File: src/rtl/shared_reg_arbiter_pkg.sv
// Shared types and helpers for the shared-register arbiter: FSM encoding,
// rotating-priority pick and one-hot encode, sized for up to 8 requesters.
package shared_reg_arbiter_pkg;

    localparam int MAX_REQ   = 8;
    localparam int IDX_MAX_W = 3;

    typedef enum logic {
        IDLE  = 1'b0,
        OWNED = 1'b1
    } state_e;

    // First set bit of elig scanning upward from ptr, wrapping at n-1.
    function automatic logic [IDX_MAX_W-1:0] rr_pick(
        input logic [MAX_REQ-1:0]   elig,
        input logic [IDX_MAX_W-1:0] ptr,
        input int                   n
    );
        logic [IDX_MAX_W-1:0] res;
        logic [IDX_MAX_W-1:0] idx;
        logic                 found;
        res   = '0;
        found = 1'b0;
        for (int k = 0; k < MAX_REQ; k++) begin
            idx = IDX_MAX_W'((int'(ptr) + k) % n);
            if (k < n && !found && elig[idx]) begin
                res   = idx;
                found = 1'b1;
            end
        end
        return res;
    endfunction

    function automatic logic [MAX_REQ-1:0] onehot(input logic [IDX_MAX_W-1:0] idx);
        logic [MAX_REQ-1:0] v;
        v      = '0;
        v[idx] = 1'b1;
        return v;
    endfunction

endpackage

File: src/rtl/shared_reg_arbiter_data_reg.sv
// WIDTH-bit shared data register with synchronous active-high reset and load enable.
module shared_data_reg #(
    parameter int WIDTH = 8
) (
    input  logic             clk,
    input  logic             rst,
    input  logic             load,
    input  logic [WIDTH-1:0] d,
    output logic [WIDTH-1:0] q
);

    logic [WIDTH-1:0] q_q;
    logic [WIDTH-1:0] q_d;

    always_comb begin
        q_d = q_q;
        if (load) q_d = d;
    end

    always_ff @(posedge clk) begin
        if (rst) q_q <= '0;
        else     q_q <= q_d;
    end

    assign q = q_q;

endmodule

File: src/rtl/shared_reg_arbiter.sv
// Round-robin arbiter for one shared data register, with locked bursts bounded
// by a hold timer. All outputs are registered.
module shared_reg_arbiter
    import shared_reg_arbiter_pkg::*;
#(
    parameter int N_REQ    = 4,
    parameter int WIDTH    = 8,
    parameter int MAX_HOLD = 8
) (
    input  logic                     Clock,
    input  logic                     Reset,
    input  logic [N_REQ-1:0]         Req,
    input  logic [N_REQ-1:0]         Lock,
    input  logic [N_REQ*WIDTH-1:0]   WrData,
    output logic [N_REQ-1:0]         Gnt,
    output logic [WIDTH-1:0]         Q,
    output logic [$clog2(N_REQ)-1:0] Owner,
    output logic                     Busy,
    output logic                     Timeout
);

    localparam int IDX_W  = $clog2(N_REQ);
    localparam int HOLD_W = $clog2(MAX_HOLD + 1);

    state_e             state_q, state_d;
    logic [IDX_W-1:0]   ptr_q, ptr_d;
    logic [HOLD_W-1:0]  hold_q, hold_d;
    logic [IDX_W-1:0]   owner_q, owner_d;
    logic [N_REQ-1:0]   gnt_q, gnt_d;
    logic               busy_q, busy_d;
    logic               timeout_q, timeout_d;

    logic [N_REQ-1:0]   elig;
    logic [IDX_W-1:0]   pick;
    logic [IDX_W-1:0]   sel;
    logic               load;
    logic [WIDTH-1:0]   wr_sel;

    always_comb begin
        state_d   = state_q;
        ptr_d     = ptr_q;
        hold_d    = hold_q;
        owner_d   = owner_q;
        gnt_d     = '0;
        busy_d    = busy_q;
        timeout_d = 1'b0;
        load      = 1'b0;
        sel       = owner_q;
        // The requester currently seeing Gnt sits out this edge.
        elig      = Req & ~gnt_q;
        pick      = IDX_W'(rr_pick(MAX_REQ'(elig), IDX_MAX_W'(ptr_q), N_REQ));

        case (state_q)
            IDLE: begin
                if (|elig) begin
                    load    = 1'b1;
                    sel     = pick;
                    gnt_d   = N_REQ'(onehot(IDX_MAX_W'(pick)));
                    owner_d = pick;
                    ptr_d   = pick + IDX_W'(1);
                    if (Lock[pick]) begin
                        state_d = OWNED;
                        hold_d  = HOLD_W'(1);
                        busy_d  = 1'b1;
                    end
                end
            end
            OWNED: begin
                if (!Lock[owner_q]) begin
                    state_d = IDLE;
                    busy_d  = 1'b0;
                    hold_d  = '0;
                end else begin
                    if (hold_q == HOLD_W'(MAX_HOLD)) begin
                        state_d   = IDLE;
                        busy_d    = 1'b0;
                        timeout_d = 1'b1;
                        hold_d    = '0;
                        ptr_d     = owner_q + IDX_W'(1);
                    end else begin
                        hold_d = hold_q + HOLD_W'(1);
                    end
                    // A pending owner write is still taken on the forced-release edge.
                    if (elig[owner_q]) begin
                        load  = 1'b1;
                        gnt_d = N_REQ'(onehot(IDX_MAX_W'(owner_q)));
                    end
                end
            end
            default: state_d = IDLE;
        endcase
    end

    always_ff @(posedge Clock) begin
        if (Reset) begin
            state_q   <= IDLE;
            ptr_q     <= '0;
            hold_q    <= '0;
            owner_q   <= '0;
            gnt_q     <= '0;
            busy_q    <= 1'b0;
            timeout_q <= 1'b0;
        end else begin
            state_q   <= state_d;
            ptr_q     <= ptr_d;
            hold_q    <= hold_d;
            owner_q   <= owner_d;
            gnt_q     <= gnt_d;
            busy_q    <= busy_d;
            timeout_q <= timeout_d;
        end
    end

    assign wr_sel = WrData[int'(sel)*WIDTH +: WIDTH];

    shared_data_reg #(.WIDTH(WIDTH)) u_data_reg (
        .clk  (Clock),
        .rst  (Reset),
        .load (load),
        .d    (wr_sel),
        .q    (Q)
    );

    assign Gnt     = gnt_q;
    assign Owner   = owner_q;
    assign Busy    = busy_q;
    assign Timeout = timeout_q;

endmodule

File: config.mk
export PLATFORM = sky130hd
export DESIGN_NAME = shared_reg_arbiter
export DESIGN_NICKNAME = d
export VERILOG_FILES = /design/src/rtl/shared_reg_arbiter_pkg.sv /design/src/rtl/shared_reg_arbiter_data_reg.sv /design/src/rtl/shared_reg_arbiter.sv
export SDC_FILE = /design/constraint.sdc
export NUM_CORES = 1
export LEC_CHECK = 0
export ABC_AREA = 1
export ABC_CLOCK_PERIOD_IN_PS = 2900
export CAP_MARGIN = 20
export CORE_AREA = 2 2 74 76
export DETAILED_ROUTE_END_ITERATION = 6
export DIE_AREA = 0 0 76 78
export PLACE_DENSITY = 0.67
export SYNTH_ARGS = -nofsm -noshare
export SYNTH_HDL_FRONTEND = slang
export SYNTH_SLANG_ARGS = --single-unit
File: constraint.sdc
create_clock -name Clock -period 2.9 [get_ports Clock]
set_input_delay 0.435 -clock Clock [delete_from_list [all_inputs] [get_ports Clock]]
set_output_delay 0.435 -clock Clock [all_outputs]
set_load 0.1 [all_outputs]
==> qor.csv, run 1 <==
metric;value;unit
WP data required;3.13;ns
Cells after Synth;314;
Avg Synthesized Cell Area;6.17;µm²
clock sinks;23;
Final TNS setup;0;ns
placed cells;434;
Gates resized, CTS repair;0;
initial DRC count;146;
Vias/cell;4.86;
endpoint class of the critical path;flop;
first-pass iteration count of the detailed router;5;
drt wl/cell;11.7;µm
die area;5930;µm²
final non-filler cell total;438;
final hold violations;0;
Hold-fix buffers, CTS;0;
Total GRT Usage;17.9;%
largest net degree at the start of global routing;19;
RSZ-0062 raised after global routing;false;
Max Clk Rate;0.441;GHz
initial antenna violation count;0;
Clock Power Share;6.2;%
VDD IR max;0.000594;V
commonest non-fill, non-tap cell in the layout;nand2_1;
largest family of logic cells by synthesized area;simple AND/OR/NAND/NOR gates;
clock skew;0.00686;ns
sw power;0.00209;W
relative slew slack;69.9;%
Distinct cells, synth;31;
Inserted Diodes;0;
post-layout min period;2.27;ns
Initial Util;38.4;%
Die Y;78;µm
WP data arrival;2.50;ns
post-layout util;50.6;%
clk_lat worst skew;0.27;ns
combinational fraction of design power;77.6;%
Setup Fix Bufs, Post-CTS;0;
Syn Nets;358;
Pwr Density;1310;nW/µm²
cell chain of the critical path;clkinv_4 -> nand3_2 -> nand3_1 -> nand2_2 -> nand2_2 -> nor2_4 -> nand3_1 -> nand2_2 -> inv_1 -> nand2_1 -> nand2_2 -> inv_2 -> nand3_1 -> nand3_1 -> nand2_1 -> inv_1;
vias in the first global route;2024;
Sw Share;62.3;%
hpwl dp;4.04;mm
Post-Synth Simple-Gate Area;49.4;%
FF+latch count, synth;23;
Detailed Route WL;5.14;mm
max incr delay on CP;0.57;ns
WP buf/inv;4;
Root Driver;clkbuf_8;
Placer Congestion;0.930;
H-tree levels;1;
core area;5040;µm²
Max Fanout on Critical Path;9;
area of the mapped netlist;1940;µm²
Final setup viols;0;
clock buffer depth;2;
row cnt;26;
sequential share of power;16.2;%
Worst Setup Path Type;flop to flop;
Compound-Gate Fraction of Synth Area;7.88;%
drt drc;0;
commonest non-fill, non-tap cells in the layout;67 x nand2_1, 64 x inv_1, 61 x nand3_1;
CTS tree;yes;
worst slew pin tran;0.451;ns
Adder-Cell Fraction of Synth Area;1.29;%
global route total overflow;0;
mux cell area share after synthesis;0;%
layout cell share with drive strength beyond 1;14.9;%
CP max-delay cell;dfxtp_1;
max-cap violations;0;
Hold Crit Class;flop to flop;
Clock transition at path regs;0.09;ns
# IOs;58;
Nets;413;
status;finished, final reports clean;
port bufs;57;
global-route wire length before repair;8.80;mm
Min Hold Slack;0.473;ns
CTS Buf Count;3;
cell family with most CP delay;simple AND/OR/NAND/NOR gates;
Internal;0.00126;W
DRT antenna net count;0;
vias after detailed routing;2127;
Pleak;1.34;nW
part of the cycle the worst path needs;78.2;%
launching element type of the critical path;flop;
synthesis-to-layout area growth;31.6;%
XOR/XNOR Fraction of Synth Area;0.904;%
Seq/Total Area, Yosys;23.8;%
Slew Limit Fails;0;
die extent in x;76;µm
Synth Warn #;0;
cells in the mapped netlist:
library cell,count,area (µm²)
o21ai_0,11,55.1
nor2_1,14,52.6
a21oi_1,6,30.0
buf_1,1,3.75
clkinv_4,1,8.76
nand2_1,67,251
buf_12,1,20.0
nand2_8,2,40.0
nor2_4,2,22.5
a221oi_1,1,8.76
nand2_4,3,33.8
nand2_2,16,100
o211ai_1,2,15.0
clkbuf_1,3,11.3
ha_1,2,25.0
a211oi_1,1,7.51
inv_1,64,240
buf_2,1,5.00
nand3_2,6,60.1
o21ai_1,1,5.00
xor2_1,2,17.5
nand4_1,5,31.3
buf_4,1,7.51
dfxtp_1,23,460
buf_6,1,11.3
nand3_1,61,305
a22oi_1,3,22.5
nand3b_1,8,60.1
inv_2,3,11.3
a22o_1,1,8.76
inv_4,1,6.26
per-stage QoR:
stage	setup slack [ns]	total power [W]	instance area [µm²]
finish	0.632	0.00335	2550
global route	0.361	0.00366	2550
CTS	0.596	0.00337	2550
detailed placement	0.327	0.00315	2500
global placement	0.359	0.00314	2500
floorplan	0.380	0.00271	1940
cell type report:
type | count | area (µm²)
Fill cell | 530 | 2490
Tap cell | 70 | 87.6
Timing Repair Buffer | 58 | 538
Inverter | 69 | 267
Multi-Input combinational cell | 214 | 1150
Clock buffer | 3 | 41.3
Sequential cell | 23 | 460
Clock inverter | 1 | 5.00
power by group through the flow:
stage	registers, W	logic [W]	clock network (W)
CTS	0.000541	0.00261	0.000217
global placement	0.000549	0.00259	0
global route	0.000559	0.00287	0.000229
floorplan	0.00108	0.00162	0
detailed placement	0.000544	0.00260	0
finish	0.000542	0.00260	0.000208
worst paths after layout:
kind	startpoint	end	slack (ns)	cells after the start
worst max register to register	ptr_q[0]	u_data_reg.q[2]	0.63	16
worst min-delay path	Busy	Busy	0.47	2
worst min register to register	Busy	Busy	0.47	2
worst max-delay path	ptr_q[0]	u_data_reg.q[2]	0.63	16
kinds of logic after synthesis:
group           Yosys count
flops                    23
compound gates           26
buf+inv                  77
fa+ha+maj                 2
xor+xnor                  2
simple gates            184
per-layer routing:
layer | up-vias | GRT usage [%] | part of all wire (%) | routed length, µm
met2 | 87 | 31.3 | 46 | 2360
met4 | 0 | 6.55 | 1.6 | 82
met5 | - | 0 | 0 | 0
met3 | 7 | 3.37 | 7.1 | 367
met1 | 933 | 21.9 | 45 | 2330
li1 | 1100 | - | - | -
flip-flops by register name (all words and copies together), names as in the netlist:
name / flops
state_q: 1
Busy: 1
ptr_q: 2
Owner: 2
Timeout: 1
Gnt: 4
u_data_reg.q: 8
hold_q: 4
tightest hold or removal path: stages (launching register included):
cell and delay (ns):
dfxtp_1 0.32, nand3_1 0.07, nand2_1 0.04
Power figures use the tool's default switching activity.
==> run 2: changes to the inputs <==
--- a/config.mk
+++ b/config.mk
@@ -6,12 +6,12 @@
 export NUM_CORES = 1
 export LEC_CHECK = 0
 export ABC_AREA = 1
-export ABC_CLOCK_PERIOD_IN_PS = 2900
+export ABC_CLOCK_PERIOD_IN_PS = 1880
 export CAP_MARGIN = 20
 export CORE_AREA = 2 2 74 76
 export DETAILED_ROUTE_END_ITERATION = 6
 export DIE_AREA = 0 0 76 78
-export PLACE_DENSITY = 0.67
+export PLACE_DENSITY = 0.69
 export SYNTH_ARGS = -nofsm -noshare
 export SYNTH_HDL_FRONTEND = slang
 export SYNTH_SLANG_ARGS = --single-unit
==> constraint.sdc (replaced) <==
create_clock -name Clock -period 1.88 [get_ports Clock]
set_input_delay 0.282 -clock Clock [delete_from_list [all_inputs] [get_ports Clock]]
set_output_delay 0.282 -clock Clock [all_outputs]
set_load 0.1 [all_outputs]
==> run 2 against run 1 <==
The run now ends with negative setup slack left. Sequential share of layout area fell by 3.4 points. Global-route usage rose by 3.6 points. Hold slack improved by 0.044 ns. Core utilization rose by 16 points. Clock-buffer cell count rose by 1. Flip-flop and latch count did not move. Largest cell class unchanged. Non-clock buffer count rose by 40. Register-to-register slack got worse by 0.70 ns. Routed wire length rose by 25%.
==> qor.csv, run 2 (synthesis results as in run 1) <==
metric;value;unit
relative slew slack;68.3;%
port bufs;57;
launching element type of the critical path;flop;
final hold violations;0;
max reg flops;8;
hpwl dp;4.59;mm
pre-CTS WS;-0.408;ns
worst slew pin tran;0.476;ns
cell family with most CP delay;simple AND/OR/NAND/NOR gates;
clk_lat worst skew;0.27;ns
hold_sp;hold_q[1];
# IOs;58;
drt wl/cell;13.4;µm
commonest non-fill, non-tap cells in the layout;57 x inv_1, 52 x nand2_1, 51 x buf_4;
layout cell share with drive strength beyond 1;41.3;%
Slew Limit Fails;0;
Max Clk Rate;0.514;GHz
violated checks;negative setup slack;
global route total overflow;0;
WP buf/inv;4;
Final TNS setup;-0.435;ns
WP data required;2.05;ns
die area;5930;µm²
CP max-delay cell;dfxtp_4;
commonest non-fill, non-tap cell in the layout;inv_1;
first-pass iteration count of the detailed router;4;
Vias/cell;4.91;
Total GRT Usage;21.6;%
Hold-fix buffers, CTS;0;
Root Driver;clkbuf_8;
largest net degree at the start of global routing;17;
Reg-to-Reg Start;ptr_q[0];
die extent in x;76;µm
RSZ-0062 raised after global routing;true;
vias after detailed routing;2368;
Die Y;78;µm
initial DRC count;157;
CTS Buf Count;3;
max-cap violations;0;
H-tree levels;1;
Inserted Diodes;0;
Detailed Route WL;6.44;mm
setup slack after layout;-0.0663;ns
drt drc;0;
FILL cells;445;
Nets;457;
Max Fanout on Critical Path;6;
core area;5040;µm²
clock sinks;23;
vias in the first global route;2310;
row cnt;26;
Worst Hold End;hold_q[1];
Hold Crit Class;flop to flop;
DRT antenna net count;0;
Worst Setup Path Type;flop to flop;
cell chain of the critical path;buf_8 -> nand3_4 -> nand3_2 -> nand2_4 -> nand2_4 -> nor2_4 -> nand3_4 -> nand2_4 -> inv_6 -> nand2_8 -> buf_6 -> nand3_1 -> nand3_2 -> nand3_2 -> nand2_1 -> inv_1;
status;complete, but fails checks;
global-route wire length before repair;10.6;mm
CTS tree;yes;
endpoint class of the critical path;flop;
R2R cell count;16;
clock skew;0.00828;ns
Placer Congestion;0.900;
clock buffer depth;2;
post-layout min period;1.95;ns
part of the cycle the worst path needs;104;%
RR Endpoint;u_data_reg.q[0];
max incr delay on CP;0.39;ns
Final setup viols;13;
WP data arrival;2.12;ns
synthesis-to-layout area growth;72.2;%
Clock transition at path regs;0.08;ns
Hold Path Stages;2;
initial antenna violation count;0;
FF-to-FF setup slack;-0.07;ns
post-layout util;66.2;%
Initial Util;38.4;%
-- run 2: changes by cell type in the layout (fill, tap and decap cells not counted), sizes merged --
cell / previous run / this run
buf: 17 / 57
clkbuf: 3 / 4
clkdlybuf4s50: 41 / 37
clkinv: 2 / 1
clkinvlp: 0 / 1
dlygate4sd2: 0 / 4
nand2: 88 / 91
-- run 2: layout make-up --
class / instances / area, µm² / area share [%]
clock buffer: 4 / 45.0 / 1.35
inverter: 69 / 290 / 8.70
multi-input combinational: 217 / 1530 / 46.0
sequential: 23 / 488 / 14.6
tap: 70 / 87.6 / 2.62
timing repair buffer: 98 / 886 / 26.5
timing repair inverter: 1 / 6.26 / 0.187
-- run 2: through the flow --
step / hold slack [ns] / cell area, µm² / instances
global route: 0.547 / 3340 / 482
finish: 0.517 / 3340 / 482
detailed placement: 0.500 / 2900 / 467
floorplan: 0.394 / 2050 / 314
global placement: 0.466 / 2900 / 467
CTS: 0.511 / 3130 / 479
-- run 2: how the worst max path moves through the flow --
| stage | endpoint | cells after the start | startpoint | slack, ns |
|---|---|---|---|---|
| 2_1_floorplan | u_data_reg.q[0] | 18 | Gnt[1] | -0.07 |
| 5_1_grt | hold_q[3] | 16 | ptr_q[0] | -0.21 |
| 6_report | u_data_reg.q[0] | 16 | ptr_q[0] | -0.07 |
| 3_5_place_dp | u_data_reg.q[0] | 16 | Req[0] | -0.41 |
| 3_3_place_gp | u_data_reg.q[0] | 16 | Req[1] | -0.43 |
| 4_1_cts | u_data_reg.q[0] | 17 | ptr_q[0] | -0.07 |
-- run 2: routing by layer --
layer	vias to the layer above	wire (µm)	track usage (%)
met3	9	346	3.49
li1	1200	-	-
met2	76	3270	39.5
met1	1083	2760	26.6
met4	0	66	4.73
met5	-	0	0
-- run 2: timing repair --
| item | 4_1_cts | 5_1_grt |
|---|---|---|
| gates cloned | 2 | 2 |
| resized for setup | 34 | 45 |
| endpoints found under the setup margin | 18 | 20 |
| pin swaps | 28 | 33 |
| setup buffers | 6 | 1 |
-- run 2: worst reg2reg max path, stage by stage, from the launching register on --
cell and delay (ns):
dfxtp_4 0.39, buf_8 0.15, nand3_4 0.08, nand3_2 0.10
nand2_4 0.10, nand2_4 0.06, nor2_4 0.14, nand3_4 0.10
nand2_4 0.10, inv_6 0.05, nand2_8 0.11, buf_6 0.13
nand3_1 0.09, nand3_2 0.08, nand3_2 0.08, nand2_1 0.07
inv_1 0.03
Power of run 2 is not shown: default switching activity piles up to over one toggle a cycle in this logic, so the estimate is an artifact.
